$ cat src/rtl/locker_supervisor_if.sv
// Keypad and locker-core signal bundle for locker_supervisor.
//   kp_key_in / kp_key_valid / kp_enter : keypad digit, digit strobe, enter strobe
//   core_key_in / core_key_valid        : digit forwarded to the locker core
//   core_enter                          : enter strobe forwarded to the locker core
//   core_reset                          : one-cycle re-arm pulse to the locker core
//   core_open / core_error              : core verdict (code correct / code wrong)
// slave  = supervisor view, master = keypad/core environment view.
interface locker_supervisor_if;
  logic [3:0] kp_key_in;
  logic       kp_key_valid;
  logic       kp_enter;
  logic [3:0] core_key_in;
  logic       core_key_valid;
  logic       core_enter;
  logic       core_reset;
  logic       core_open;
  logic       core_error;

  modport slave (
    input  kp_key_in, kp_key_valid, kp_enter, core_open, core_error,
    output core_key_in, core_key_valid, core_enter, core_reset
  );

  modport master (
    output kp_key_in, kp_key_valid, kp_enter, core_open, core_error,
    input  core_key_in, core_key_valid, core_enter, core_reset
  );
endinterface

$ cat src/rtl/locker_supervisor.sv
// Locker supervisor: forwards keypad strobes to the locker core, waits for the
// core's verdict, drives the door actuator, counts consecutive failures and
// imposes a timed keypad lockout. The core is re-armed after every verdict.
// Ports:
//   clk        : system clock, posedge
//   reset      : synchronous, active-high
//   bus        : keypad / core signals (locker_supervisor_if.slave)
//   unlock     : door actuator, high OPEN_CYCLES cycles after a correct code
//   lockout    : high while the keypad is blocked
//   alarm      : one-cycle pulse on lockout entry
//   fail_count : consecutive failures, saturating at MAX_FAIL
//
// state      | meaning
// S_ARMED    | forwarding keys, waiting for enter
// S_WAIT     | enter sent, waiting for core verdict or timeout
// S_UNLOCKED | door open for OPEN_CYCLES
// S_LOCKOUT  | keypad blocked for LOCKOUT_CYCLES
// S_RELOCK   | core_reset high for one cycle, then back to armed
module locker_supervisor #(
  parameter int MAX_FAIL       = 3,
  parameter int OPEN_CYCLES    = 8,
  parameter int LOCKOUT_CYCLES = 16,
  parameter int RESULT_TIMEOUT = 4
) (
  input  logic                              clk,
  input  logic                              reset,
  locker_supervisor_if.slave                bus,
  output logic                              unlock,
  output logic                              lockout,
  output logic                              alarm,
  output logic [$clog2(MAX_FAIL+1)-1:0]     fail_count
);

  localparam int FCW  = $clog2(MAX_FAIL + 1);
  localparam int TMAX = (OPEN_CYCLES > LOCKOUT_CYCLES) ?
                        ((OPEN_CYCLES > RESULT_TIMEOUT) ? OPEN_CYCLES : RESULT_TIMEOUT) :
                        ((LOCKOUT_CYCLES > RESULT_TIMEOUT) ? LOCKOUT_CYCLES : RESULT_TIMEOUT);
  localparam int TW   = (TMAX > 1) ? $clog2(TMAX) : 1;

  typedef enum logic [2:0] {
    S_ARMED,
    S_WAIT,
    S_UNLOCKED,
    S_LOCKOUT,
    S_RELOCK
  } state_t;

  state_t           state, state_n;
  logic [TW-1:0]    timer, timer_n;
  logic [FCW-1:0]   fc_q, fc_n, fc_inc;
  logic [3:0]       key_q, key_n;
  logic             kv_q, kv_n;
  logic             en_q, en_n;
  logic             crst_q, crst_n;
  logic             unlock_q, unlock_n;
  logic             lockout_q, lockout_n;
  logic             alarm_q, alarm_n;

  always_ff @(posedge clk) begin
    if (reset) begin
      state     <= S_ARMED;
      timer     <= '0;
      fc_q      <= '0;
      key_q     <= '0;
      kv_q      <= 1'b0;
      en_q      <= 1'b0;
      crst_q    <= 1'b0;
      unlock_q  <= 1'b0;
      lockout_q <= 1'b0;
      alarm_q   <= 1'b0;
    end else begin
      state     <= state_n;
      timer     <= timer_n;
      fc_q      <= fc_n;
      key_q     <= key_n;
      kv_q      <= kv_n;
      en_q      <= en_n;
      crst_q    <= crst_n;
      unlock_q  <= unlock_n;
      lockout_q <= lockout_n;
      alarm_q   <= alarm_n;
    end
  end

  // Saturating increment; lockout clears the count before it could exceed MAX_FAIL.
  assign fc_inc = (fc_q == FCW'(MAX_FAIL)) ? fc_q : fc_q + FCW'(1);

  always_comb begin
    state_n   = state;
    timer_n   = timer;
    fc_n      = fc_q;
    key_n     = key_q;
    kv_n      = 1'b0;
    en_n      = 1'b0;
    crst_n    = 1'b0;
    unlock_n  = 1'b0;
    lockout_n = 1'b0;
    alarm_n   = 1'b0;
    case (state)
      S_ARMED: begin
        // A key strobe takes priority; a simultaneous enter is dropped.
        if (bus.kp_key_valid) begin
          kv_n  = 1'b1;
          key_n = bus.kp_key_in;
        end else if (bus.kp_enter) begin
          en_n    = 1'b1;
          state_n = S_WAIT;
          timer_n = '0;
        end
      end
      S_WAIT: begin
        // core_error wins over core_open; silence until the last slot is a failure.
        if (bus.core_error ||
            (!bus.core_open && timer == TW'(RESULT_TIMEOUT - 1))) begin
          fc_n = fc_inc;
          if (fc_inc == FCW'(MAX_FAIL)) begin
            state_n   = S_LOCKOUT;
            lockout_n = 1'b1;
            alarm_n   = 1'b1;
            timer_n   = '0;
          end else begin
            state_n = S_RELOCK;
            crst_n  = 1'b1;
          end
        end else if (bus.core_open) begin
          state_n  = S_UNLOCKED;
          unlock_n = 1'b1;
          fc_n     = '0;
          timer_n  = '0;
        end else begin
          timer_n = timer + TW'(1);
        end
      end
      S_UNLOCKED: begin
        if (timer == TW'(OPEN_CYCLES - 1)) begin
          state_n = S_RELOCK;
          crst_n  = 1'b1;
        end else begin
          unlock_n = 1'b1;
          timer_n  = timer + TW'(1);
        end
      end
      S_LOCKOUT: begin
        if (timer == TW'(LOCKOUT_CYCLES - 1)) begin
          state_n = S_RELOCK;
          crst_n  = 1'b1;
          fc_n    = '0;
        end else begin
          lockout_n = 1'b1;
          timer_n   = timer + TW'(1);
        end
      end
      S_RELOCK: begin
        state_n = S_ARMED;
      end
      default: begin
        state_n = S_ARMED;
      end
    endcase
  end

  assign bus.core_key_in    = key_q;
  assign bus.core_key_valid = kv_q;
  assign bus.core_enter     = en_q;
  assign bus.core_reset     = crst_q;
  assign unlock             = unlock_q;
  assign lockout            = lockout_q;
  assign alarm              = alarm_q;
  assign fail_count         = fc_q;

endmodule
$ cat src/flat_wrapper.sv
// flat-port wrapper written by rule: the top's interface ports become plain ports
module locker_supervisor_flat 
#(
  parameter int MAX_FAIL       = 3,
  parameter int OPEN_CYCLES    = 8,
  parameter int LOCKOUT_CYCLES = 16,
  parameter int RESULT_TIMEOUT = 4
)
  (clk, reset, unlock, lockout, alarm, fail_count, bus_kp_key_in, bus_kp_key_valid, bus_kp_enter, bus_core_open, bus_core_error, bus_core_key_in, bus_core_key_valid, bus_core_enter, bus_core_reset);
  locker_supervisor_if bus_i ();
  input  logic clk;
  input  logic reset;
  output logic unlock;
  output logic lockout;
  output logic alarm;
  output logic [$clog2(MAX_FAIL+1)-1:0] fail_count;
  input wire logic [$bits(bus_i.kp_key_in)-1:0] bus_kp_key_in;
  input wire logic [$bits(bus_i.kp_key_valid)-1:0] bus_kp_key_valid;
  input wire logic [$bits(bus_i.kp_enter)-1:0] bus_kp_enter;
  input wire logic [$bits(bus_i.core_open)-1:0] bus_core_open;
  input wire logic [$bits(bus_i.core_error)-1:0] bus_core_error;
  output wire logic [$bits(bus_i.core_key_in)-1:0] bus_core_key_in;
  output wire logic [$bits(bus_i.core_key_valid)-1:0] bus_core_key_valid;
  output wire logic [$bits(bus_i.core_enter)-1:0] bus_core_enter;
  output wire logic [$bits(bus_i.core_reset)-1:0] bus_core_reset;
  assign bus_i.kp_key_in = bus_kp_key_in;
  assign bus_i.kp_key_valid = bus_kp_key_valid;
  assign bus_i.kp_enter = bus_kp_enter;
  assign bus_i.core_open = bus_core_open;
  assign bus_i.core_error = bus_core_error;
  assign bus_core_key_in = bus_i.core_key_in;
  assign bus_core_key_valid = bus_i.core_key_valid;
  assign bus_core_enter = bus_i.core_enter;
  assign bus_core_reset = bus_i.core_reset;
  locker_supervisor #(.MAX_FAIL(MAX_FAIL), .OPEN_CYCLES(OPEN_CYCLES), .LOCKOUT_CYCLES(LOCKOUT_CYCLES), .RESULT_TIMEOUT(RESULT_TIMEOUT)) u_core (.clk(clk), .reset(reset), .bus(bus_i), .unlock(unlock), .lockout(lockout), .alarm(alarm), .fail_count(fail_count));
endmodule
$ cat config.mk
export PLATFORM = sky130hd
export DESIGN_NAME = locker_supervisor_flat
export DESIGN_NICKNAME = d
export VERILOG_FILES = /design/src/rtl/locker_supervisor_if.sv /design/src/rtl/locker_supervisor.sv /design/src/flat_wrapper.sv
export SDC_FILE = /design/constraint.sdc
export NUM_CORES = 1
export LEC_CHECK = 0
export CORE_UTILIZATION = 51
export DETAILED_ROUTE_END_ITERATION = 6
export PLACE_DENSITY = 0.82
export SETUP_SLACK_MARGIN = 0.4
export SYNTH_ARGS = -nofsm -noshare
export SYNTH_HDL_FRONTEND = slang
export SYNTH_SLANG_ARGS = --single-unit
export TNS_END_PERCENT = 5
$ cat constraint.sdc
create_clock -name clk -period 3.2 [get_ports clk]
set_input_delay 0.32 -clock clk [delete_from_list [all_inputs] [get_ports clk]]
set_output_delay 0.32 -clock clk [all_outputs]
set_load 0.01 [all_outputs]
Word-level counts from Yosys, hierarchy flattened:

Cells that the tools add are included.

* register bits after elaboration: 19
* input bits: 10
* output and inout port bits: 12
* logic and storage cells: 79

* add/sub/neg operators: 2
* equal/unequal tests: 16
* muxes and demuxes: 36
* bitwise operators: 2
* reductions and logical operators: 13

Operators by type and width (number)
* two-way mux 4 bit: 7
* two-way mux 3 bit: 7
* one-hot mux 4 bit (4 select lines): 1
* two-way mux 1 bit: 12
* one-hot mux 3 bit (4 select lines): 1
* two-way mux 2 bit: 4
* != test 2 bit (second input constant): 4
* == test 3 x 2 -> 1 bit (second input constant): 2
* AND reduction 6 bit: 1
* AND reduction 5 bit: 1
* adder 4 x 1 -> 4 bit (second input constant): 1
* == test 2 bit (second input constant): 2
* == test 4 x 2 -> 1 bit (second input constant): 1
* == test 4 x 3 -> 1 bit (second input constant): 1
* == test 4 bit (second input constant): 1
* != test 2 x 1 -> 1 bit (second input constant): 2
* one-hot mux 1 bit (2 select lines): 2
* one-hot mux 2 bit (2 select lines): 1
* nonzero test 4 bit: 1
* OR reduction 2 bit: 2
* == test 3 x 1 -> 1 bit (second input constant): 1
* zero test 3 bit: 1
* != test 3 x 2 -> 1 bit (second input constant): 1
* != test 3 bit (second input constant): 1
* other kinds (10): 11

Depth between registers and ports, before layout:

* word-level depth: 6
* depth in mapped cells: 6
* gate-level depth less buffers: 6

Least setup slack after synthesis:

Ideal clock, no wire load.

* path kind: reg-to-reg
* from: register u_core.timer[0]
* to: register u_core.state[0]
* library setup time: 0.071 ns
* data arrival time: 1.657 ns
* required time: 3.129 ns
* slack: 1.473 ns
* cell stages (with the launch flop): 7
* path buffers: 0
* period minus slack after synthesis: 1.727 ns
* cell sequence: dfxtp_1 ha_1 nor4b_4 o32a_4 nand2_1 a2111o_1 a21oi_1

* word-level cells in the longest chain between the ends: 5
* elaborated cells between the ends (all ways): 11
* classes of those cells: 6 x eq/ne; 2 x mux; 3 x reduce/logical

RTL lines
* from (decl): RTL line locker_supervisor.sv:49 `logic [TW-1:0] timer, timer_n;`
* from (signal assigned): RTL line locker_supervisor.sv:73 `timer <= timer_n;`
* == test 4 x 2 -> 1 bit: RTL line locker_supervisor.sv:114 `(!bus.core_open && timer == TW'(RESULT_TIMEOUT - 1))) begin`
* logical AND 1 bit: RTL line locker_supervisor.sv:114
* logical OR 1 bit: RTL line locker_supervisor.sv:113 `if (bus.core_error ||`
* != test 3 x 2 -> 1 bit (no source line) / two-way mux 3 bit (equally long branches)
* AND reduction 5 bit (no source line) / one-hot mux 3 bit (4 select lines) (equally long branches)
* to (signal assigned): RTL line locker_supervisor.sv:72 `state <= state_n;`
* to (decl): RTL line locker_supervisor.sv:48 `state_t state, state_n;`

Several ways; a longest one is shown, not always the timed one.
A chain may end at the register's enable or synchronous reset.

Worst setup path in the final report:

Same ends and word-level chain as after synthesis.

==> out/results.tsv <==
stage	metric	value	unit
pwr	seq_power_share	52.2	%
setup_path	worst_ep_arrival_time	2240	ps
clock_network	clock-root-buffer	clkbuf_4	
placed_design	gp_congestion	0.823	
cells_and_area	final_nets	132	
flow_run	maxCapViolCount	0	
synthesis	synthesis.nets	112	
clock_network	tritoncts	yes	
sta	maxSlewViolCount	0	
sta	slew_headroom	59.0	%
sta	min_period	2020	ps
clock_network	cts_resized	0	
global_routing	grt_pass1_wl	3170	microns
clock_network	clk_pin_slew	110	ps
synthesis	synth_ff_type	dfxtp_1	
drt	via_count	815	
drt	drt_iter0_markers	22	
synthesis	synth_async_sr_flop_share	0	%
cells_and_area	fin_util	67.8	%
drt	wl	1800	microns
clock_network	hold_buffers	0	
pwr	ir_drop	0.327	mV
floorplan	rows	15	
drt	ant_nets	0	
pwr	powerDensity	436	nW/um^2
synthesis	yosys_warnings	0	
pwr	intPower	0.000363	W
cells_and_area	fillers	143	
global_routing	grt-ovfl-total	0	
placed_design	port_buffers	21	
clock_network	cts_sinks	19	
setup_path	start_kind	flip-flop	
floorplan	start_util	53.9	%
clock_network	cts_buffers	3	
floorplan	ioPinCount	22	
floorplan	coreArea	1730	sq um
global_routing	grt_max_degree	18	
pwr	switchingPower	0.000147	W
cells_and_area	stdcell_area	1170	sq um
synthesis	synthCells	101	
pwr	p_leak	0.437	nW
pwr	combinationalPowerShare	24.0	%
sta	tightestPinTransition	612	ps
clock_network	cts.path.max_buffers	2	
pwr	p_sw_share	28.9	%
setup_path	cp_max_fo	6	
synthesis	ys_seq_area_share	40.9	%
global_routing	antenna_found_initial	0	
synthesis	yosysUniqueCellTypes	38	
outcome	status	completed	
setup_path	critPathRequiredTime	3420	ps
setup_path	worstSetupPathType	reg2reg	
global_routing	grt_pass1_vias	748	
placed_design	postPlaceCellArea	1140	sq um
cells_and_area	drive_above_1_share	9.17	%
cells_and_area	area_growth	25.7	%
global_routing	grt_util_all_layers	21.0	%
cells_and_area	antenna_cells	0	
sta	hold_viol_final	0	
sta	finalSetupTns	0	ps
drt	drc	0	
clock_network	cts_setup_buffers	0	
worst_hold_path	min_path_type	reg2reg	
clock_network	insertion_delay	290	ps
synthesis	syn_area	931	sq um
synthesis	synth_seq_cells	19	
drt	drtPass1Iterations	4	
floorplan	die_x	44.7	microns
sta	rsz0062_at_grt	no	
pwr	power_frac_clock	23.8	%
placed_design	dp_hpwl	1340	microns
floorplan	die-height	44.7	microns
cells_and_area	final_common_cell	clkdlybuf4s50_1	
pwr	p_total	0.000511	W
synthesis	post_synth.cell_area_avg	9.22	sq um
clock_network	h-tree-depth	1	
sta	fmax	0.496	GHz
drt	vias_per_cell	5.62	
drt	wl_per_cell	12.4	microns
floorplan	die_area	2000	sq um
cells_and_area	mostFrequentLayoutCells	21 x clkdlybuf4s50_1, 19 x dfxtp_1, 14 x nor2_1, 6 x a21oi_1, 6 x mux2i_1	
sta	finalSetupViolations	0	
sta	clock_skew	2.56	ps
sta	fin_crit_sh	63.0	%
synthesis	synth_edf_count	0	
setup_path	end_kind	flip-flop	
-- through the flow --
stage | std cells | setup WS, ps | hold WS [ps]
5_1_grt | 145 | 1090 | 518
3_5_place_dp | 141 | 961 | 493
4_1_cts | 145 | 1200 | 508
6_report | 145 | 1180 | 504
2_1_floorplan | 101 | 1470 | 466
3_3_place_gp | 141 | 978 | 476
-- worst max-delay path: stages, from the launching register on --
cell and delay, ps:
dfxtp_1 390, ha_1 280, nor4b_4 370, o32a_4 270
nand2_1 90, a2111o_1 410, a21oi_1 140
-- worst paths after layout --
check | start | end | slack, ps | cells past startpoint
setup reg to reg | u_core.timer[0]$_SDFFE_PP0P_ | u_core.state[0]$_SDFFE_PP0P_ | 1180 | 6
hold reg to reg | u_core.timer[0]$_SDFFE_PP0P_ | u_core.timer[0]$_SDFFE_PP0P_ | 500 | 1
hold / removal | u_core.timer[0]$_SDFFE_PP0P_ | u_core.timer[0]$_SDFFE_PP0P_ | 500 | 1
setup / recovery | u_core.timer[0]$_SDFFE_PP0P_ | u_core.state[0]$_SDFFE_PP0P_ | 1180 | 6
-- metal layers --
metal	share of wire, %	track usage [%]	vias up
met5	0	0	-
met4	1.1	8.48	0
met3	4.7	4.00	4
met2	50	33.8	21
met1	44	27.8	386
li1	-	-	404
-- cell type report --
type                    count  area, sq um  area share (%)
clock buffers               4         26.3            2.25
well taps                  25         31.3            2.67
flip-flops and latches     19          380            32.5
repair buffers             21          210            18.0
inverters                   3         11.3           0.963
multi-input cells          73          510            43.6
-- cell families after synthesis --
group | after synthesis | share of synthesized area (%)
adders and majority gates | 1 | 1.34
AOI/OAI and AO/OA | 22 | 19.9
and+or+nand+nor | 44 | 27.2
DFF | 19 | 40.9
muxes | 6 | 6.45
buffers and inverters | 9 | 4.30
-- Yosys cell counts, types with 2 or more instances --
library cell / n / share of area (%)
a21oi_1: 6 / 3.2
and3_1: 2 / 1.3
buf_2: 2 / 1.1
clkbuf_1: 3 / 1.2
dfxtp_1: 19 / 41
inv_1: 3 / 1.2
mux2i_1: 6 / 6.5
nand2_1: 4 / 1.6
nand2b_1: 2 / 1.3
nand3_1: 4 / 2.2
nand3b_1: 3 / 2.4
nor2_1: 14 / 5.6
nor3_1: 4 / 2.2
nor4_1: 2 / 1.3
o21ai_0: 4 / 2.2
-- state kept, by name, indices dropped and copies added, names as in the netlist --
name                       flops
u_core.bus.core_reset          1
u_core.alarm                   1
u_core.lockout                 1
u_core.unlock                  1
u_core.bus.core_key_valid      1
u_core.timer                   4
u_core.bus.core_enter          1
u_core.fail_count              2
u_core.bus.core_key_in         4
u_core.state                   3
-- power groups by stage --
stage	sequential, W	combinational, W	clock [W]
2_1_floorplan	0.000268	0.0000845	0
3_3_place_gp	0.000271	0.000119	0
3_5_place_dp	0.000272	0.000122	0
4_1_cts	0.000267	0.000122	0.000124
5_1_grt	0.000269	0.000134	0.000135
6_report	0.000267	0.000122	0.000121
(Power assumes the default switching activity.)
